**config.mk**
```make
export PLATFORM = sky130hd
export DESIGN_NAME = reg_file
export DESIGN_NICKNAME = d
export VERILOG_FILES = /design/src/rtl/legv8_pkg.sv /design/src/rtl/reg_file_read_port.sv /design/src/rtl/reg_file.sv
export SDC_FILE = /design/constraint.sdc
export NUM_CORES = 2
export LEC_CHECK = 0
export CAP_MARGIN = 10
export CELL_PAD_IN_SITES_DETAIL_PLACEMENT = 1
export CELL_PAD_IN_SITES_GLOBAL_PLACEMENT = 1
export CORE_ASPECT_RATIO = 0.6
export CORE_MARGIN = 1
export CORE_UTILIZATION = 55
export CTS_BUF_LIST = sky130_fd_sc_hd__clkbuf_8 sky130_fd_sc_hd__clkbuf_16
export DETAILED_ROUTE_END_ITERATION = 7
export PLACE_DENSITY_LB_ADDON = 0.15
export SLEW_MARGIN = 10
export SYNTH_ARGS = -nofsm -noshare
export SYNTH_HDL_FRONTEND = slang
export SYNTH_HIERARCHICAL = 1
export SYNTH_SLANG_ARGS = --single-unit
```
**constraint.sdc**
```tcl
create_clock -name Clk -period 4.5 [get_ports Clk]
set_input_delay 0.675 -clock Clk [delete_from_list [all_inputs] [get_ports Clk]]
set_output_delay 0.675 -clock Clk [all_outputs]
set_load 0.02 [all_outputs]
```
**src/rtl/legv8_pkg.sv**
```systemverilog
// Shared LEGv8 register-file constants and index type, reused by the pipeline and decoder.
package legv8_pkg;
  localparam int DEF_DATA_WIDTH = 64;
  localparam int DEF_ADDR_WIDTH = 5;
  localparam int XZR_IDX        = 31;

  typedef logic [DEF_ADDR_WIDTH-1:0] reg_idx_t;
endpackage

```
**src/rtl/reg_file_read_port.sv**
```systemverilog
// One combinational read port: XZR zeroing, array select and, with REGFILE_BYPASS_EN,
// write-to-read forwarding.
module reg_file_read_port #(
  parameter int DATA_WIDTH = 64,
  parameter int ADDR_WIDTH = 5
) (
  input  logic [ADDR_WIDTH-1:0]                           rd_idx,
  input  logic [(1<<ADDR_WIDTH)-2:0][DATA_WIDTH-1:0]      regs,
`ifdef REGFILE_BYPASS_EN
  input  logic                                            byp_en,
  input  logic [ADDR_WIDTH-1:0]                           wr_idx,
  input  logic [DATA_WIDTH-1:0]                           wr_data,
`endif
  output logic [DATA_WIDTH-1:0]                           rd_data
);
  localparam logic [ADDR_WIDTH-1:0] XZR = '1;

  always_comb begin
    rd_data = '0;
    if (rd_idx != XZR) rd_data = regs[rd_idx];
`ifdef REGFILE_BYPASS_EN
    // XZR is never forwarded; byp_en already folds in reset and write enable.
    if (byp_en && rd_idx != XZR && wr_idx == rd_idx) rd_data = wr_data;
`endif
  end
endmodule

```
**src/rtl/reg_file.sv**
```systemverilog
// LEGv8 register file: X0-X30 storage, hard-wired XZR, two combinational read ports and
// one clocked write port. Define REGFILE_BYPASS_EN for same-cycle write forwarding.
module reg_file
  import legv8_pkg::*;
#(
  parameter int DATA_WIDTH = DEF_DATA_WIDTH,
  parameter int ADDR_WIDTH = DEF_ADDR_WIDTH
) (
  input  logic                  Clk,
  input  logic                  Rst_n,
  input  logic [ADDR_WIDTH-1:0] ReadReg1,
  input  logic [ADDR_WIDTH-1:0] ReadReg2,
  input  logic [ADDR_WIDTH-1:0] WriteReg,
  input  logic [DATA_WIDTH-1:0] WriteData,
  input  logic                  RegWrite,
  output logic [DATA_WIDTH-1:0] ReadData1,
  output logic [DATA_WIDTH-1:0] ReadData2
);
  localparam int                    NUM_REGS = (1 << ADDR_WIDTH) - 1;
  localparam logic [ADDR_WIDTH-1:0] XZR      = '1;

  logic [NUM_REGS-1:0][DATA_WIDTH-1:0] regs_q, regs_d;

  always_comb begin
    regs_d = regs_q;
    if (RegWrite && WriteReg != XZR) regs_d[WriteReg] = WriteData;
  end

  always_ff @(posedge Clk or negedge Rst_n) begin
    if (!Rst_n) regs_q <= '0;
    else        regs_q <= regs_d;
  end

`ifdef REGFILE_BYPASS_EN
  logic byp_en;
  assign byp_en = RegWrite & Rst_n;
`endif

  reg_file_read_port #(.DATA_WIDTH(DATA_WIDTH), .ADDR_WIDTH(ADDR_WIDTH)) u_rd1 (
    .rd_idx  (ReadReg1),
    .regs    (regs_q),
`ifdef REGFILE_BYPASS_EN
    .byp_en  (byp_en),
    .wr_idx  (WriteReg),
    .wr_data (WriteData),
`endif
    .rd_data (ReadData1)
  );

  reg_file_read_port #(.DATA_WIDTH(DATA_WIDTH), .ADDR_WIDTH(ADDR_WIDTH)) u_rd2 (
    .rd_idx  (ReadReg2),
    .regs    (regs_q),
`ifdef REGFILE_BYPASS_EN
    .byp_en  (byp_en),
    .wr_idx  (WriteReg),
    .wr_data (WriteData),
`endif
    .rd_data (ReadData2)
  );
endmodule

```
==> metrics.md <==
| Metric | Value |
|---|---|
| Reg-to-reg slack, setup | `3.66 ns` |
| Worst slew pin tran | `1.21 ns` |
| Endpoint type of the worst setup path | `output port` |
| WP data required | `3.83 ns` |
| Source-to-sink clock delay at the later pin of the worst-skew pair | `0.87 ns` |
| Maximum vdd ir drop | `368 µV` |
| Synthesized instance count | `7,079` |
| Minimum period implied by the final worst setup slack | `4.17 ns` |
| RR Endpoint | `regs_q[1380]$_DFFE_PN0P_` |
| Sequential standard cell area | `49,600 µm²` |
| Clock-pin slew reported for the worst setup and hold paths after clock tree synthesis | `0.07 ns` |
| Die span in x | `570 µm` |
| Deepest level of the CTS H-tree | `4` |
| Count of cell types in the netlist | `47` |
| 1st-pass router iterations | `5` |
| Count of warnings emitted by yosys | `6` |
| Fmax | `240 MHz` |
| Critical-path cell list | `buf_8 -> buf_4 -> buf_12 -> mux4_2 -> nor2b_1 -> a2111oi_0 -> a311oi_1 -> buf_4` |
| CTS tree | `yes` |
| Total count of hold-check failures in the final report | `0` |
| Final TNS setup | `0 ns` |
| Total cell area at the placement stage | `112,000 µm²` |
| Area of the multi-input gates | `53,300 µm²` |
| Number of primary I/O pins | `210` |
| All-Layer GR Usage | `0.382` |
| DR vias/cell | `7.23` |
| Total via count after detailed routing | `70,671` |
| Worst r2r src | `regs_q[1380]$_DFFE_PN0P_` |
| Detailed placer's ending HPWL | `216 mm` |
| Count of input and output buffers | `209` |
| Setup repair after global routing missed its margin | `no` |
| Fin. max-slew vios | `0` |
| Fillers | `16,790` |
| Number of max-cap violations | `0` |
| Total congestion overflow | `0` |
| Async S/R FF share, synth | `1.00` |
| Number of core rows | `124` |
| Worst setup endpoint | `ReadData1[30]` |
| Average instance area after synthesis | `15.0 µm²` |
| Leakage power | `52.3 nW` |
| Slew margin rel. | `0.188` |
| Net total in the final layout | `7,113` |
| Largest registers | `regs_q x1984` |
| Chip height | `343 µm` |
| Library cell used as clock root buffer | `sky130_fd_sc_hd__clkbuf_16` |
| Final core utilization | `0.624` |
| Finished layout cell area | `119,000 µm²` |
| Beginning of the critical path | `ReadReg1[0]` |
| Worst Path Class, Setup | `in2out` |
| Number of flip-flops under the largest register name | `1,984` |
| Number of synthesized flops with an enable pin | `0` |
| Status | `finished, final reports clean` |
| Synth Flop Type | `sky130_fd_sc_hd__dfrtp_1` |
| Power per cell area | `452 nW/µm²` |
| CP peak stage delay | `0.52 ns` |
| Data arrival, critical path | `3.49 ns` |
| Number of failing setup endpoints in the final timing report | `0` |
| Number of sinks on the clock net | `1,984` |
| Standard cell with the maximum stage delay on the critical path | `sky130_fd_sc_hd__mux4_2` |
| Final period util | `0.927` |
| Most common cell after layout, fill and taps aside | `sky130_fd_sc_hd__mux2_2` |
| Wire length per cell | `37.8 µm` |
| Met1 WL | `151 mm` |
| Top metal layer carrying routed signals | `met5` |
| Top register by number of flip-flops | `regs_q` |
| Post-synthesis sequential element count | `1,984` |
| Placer Congestion | `0.840` |
| Summed instance area of the synthesized netlist | `106,000 µm²` |
| Number of global-route vias before repair | `75,675` |
| Sequential cell area fraction in the yosys report | `0.467` |
| Metal3 WL | `32.8 mm` |
| Worst-case clock buffer depth | `4` |
| Setup Skew | `0 ns` |
| Floorplan die area | `195,000 µm²` |
| Core region area | `191,000 µm²` |
| Number of cells on the worst reg-to-reg path | `1` |
| Global-route wire length before repair | `544 mm` |
| Top library cells by usage in the layout, fill and taps aside | `2,259 x sky130_fd_sc_hd__mux2_2, 1,984 x sky130_fd_sc_hd__dfrtp_1, 810 x sky130_fd_sc_hd__mux4_2` |
| Maximum number of pins on one net before global-route repair | `142` |
| Initial core utilization | `0.556` |
| Initial drt markers | `7,486` |
| Layout cell share with drive strength beyond 1 | `0.533` |
| DRC violation count after routing | `0` |
| Final routed wirelength across all metal layers | `370 mm` |
| Count of antenna-violating nets left after detailed routing | `0` |
| Detail Route met2 WL | `170 mm` |
| Synthesis-to-finish area growth | `12.2%` |
| Net Count, Synth | `7,161` |
| Min-Delay Path Class | `in2async` |
| Most frequent cell on the critical path | `sky130_fd_sc_hd__buf_4` |
| Antenna violations before repair | `15` |
| Setup crit start kind | `input pin` |
| Number of buffers added by the clock tree synthesis step | `199` |
| Maximum fanout along the worst path | `40` |
==> worst max-delay path, delay by kind of cell <==
family	cells	cell delay, ns
simple gates	1	0.15
compound gates	2	0.73
mux	1	0.52
buf+inv	4	1.36
==> synthesized netlist by cell type (4+ instances only) <==
cell / n / area share
sky130_fd_sc_hd__o22ai_1: 194 / 0.011
sky130_fd_sc_hd__o211ai_1: 10 / 0.00071
sky130_fd_sc_hd__buf_6: 33 / 0.0035
sky130_fd_sc_hd__nor2_2: 13 / 0.00077
sky130_fd_sc_hd__buf_4: 24 / 0.0017
sky130_fd_sc_hd__o21ai_0: 4 / 0.00019
sky130_fd_sc_hd__a22oi_1: 146 / 0.010
sky130_fd_sc_hd__mux2i_1: 242 / 0.023
sky130_fd_sc_hd__a211o_1: 48 / 0.0040
sky130_fd_sc_hd__dfrtp_1: 1984 / 0.47
sky130_fd_sc_hd__or2_2: 4 / 0.00024
sky130_fd_sc_hd__a22o_1: 4 / 0.00033
sky130_fd_sc_hd__nand3_1: 7 / 0.00033
sky130_fd_sc_hd__buf_1: 18 / 0.00064
sky130_fd_sc_hd__and2_1: 4 / 0.00024
sky130_fd_sc_hd__nor3b_1: 4 / 0.00028
sky130_fd_sc_hd__mux2_2: 2259 / 0.24
sky130_fd_sc_hd__a21o_1: 74 / 0.0052
sky130_fd_sc_hd__mux4_2: 810 / 0.17
sky130_fd_sc_hd__clkbuf_1: 378 / 0.013
sky130_fd_sc_hd__o32ai_1: 72 / 0.0059
sky130_fd_sc_hd__nor2b_1: 88 / 0.0052
sky130_fd_sc_hd__a211oi_1: 52 / 0.0037
sky130_fd_sc_hd__nand3b_1: 10 / 0.00071
sky130_fd_sc_hd__buf_2: 339 / 0.016
sky130_fd_sc_hd__mux2_1: 5 / 0.00053
sky130_fd_sc_hd__nand2b_1: 10 / 0.00059
sky130_fd_sc_hd__a21oi_1: 74 / 0.0035
sky130_fd_sc_hd__a2bb2oi_1: 50 / 0.0041
sky130_fd_sc_hd__nor2_1: 59 / 0.0021
sky130_fd_sc_hd__nand2_1: 25 / 0.00088
==> report_power, final <==
part	switching [W]	internal [W]	leakage, nW
Sequential	0.00282	0.0213	25.4
Combinational	0.00513	0.00707	23.5
Clock	0.00747	0.0101	3.49
==> area by class of cell <==
class                           instances  area share
Sequential cell                      1984       0.416
Clock inverter                        104     0.00864
Multi-Input combinational cell       4303       0.447
Clock buffer                          248      0.0479
Antenna cell                            4   0.0000839
Tap cell                             2583      0.0271
Timing Repair Buffer                  543      0.0535
==> routing by layer <==
metal / vias up / track usage
met3: 856 / 0.0813
li1: 27440 / -
met4: 10 / 0.150
met2: 3541 / 0.585
met1: 38824 / 0.541
met5: - / 0
==> cell families after synthesis <==
kind of cell	after synthesis	synth area share
multiplexers	3316	0.434
flip-flops	1984	0.467
buffers and inverters	792	0.0351
AO/OA/AOI/OAI	742	0.0504
AND/OR/NAND/NOR	245	0.0131
==> metrics by stage <==
stage,setup WS [ns],cells,hold WS [ns],power [W]
5_1_grt,0.296,9768,0.489,0.0558
4_1_cts,0.363,9764,0.458,0.0539
3_5_place_dp,0.373,9411,0.502,0.0362
6_report,0.330,9769,0.477,0.0539
2_1_floorplan,1.42,7079,0.379,0.0320
3_3_place_gp,0.358,9411,0.487,0.0353
==> worst min path at each step <==
stage,end,slack (ns),start
3_3_place_gp,regs_q[1802]$_DFFE_PN0P_,0.49,regs_q[1802]$_DFFE_PN0P_
2_1_floorplan,regs_q[0]$_DFFE_PN0P_,0.38,Rst_n
6_report,regs_q[1258]$_DFFE_PN0P_,0.48,Rst_n
3_5_place_dp,regs_q[1802]$_DFFE_PN0P_,0.50,regs_q[1802]$_DFFE_PN0P_
5_1_grt,regs_q[234]$_DFFE_PN0P_,0.49,Rst_n
4_1_cts,regs_q[234]$_DFFE_PN0P_,0.46,Rst_n
==> what timing repair did <==
action                                 4_1_cts  5_1_grt
hold buffers                                 1        0
endpoints found under the hold margin       70        0
setup buffers                                0        0
gates resized for setup                      0        0
Note: power is estimated with default switching activity, not from simulation.
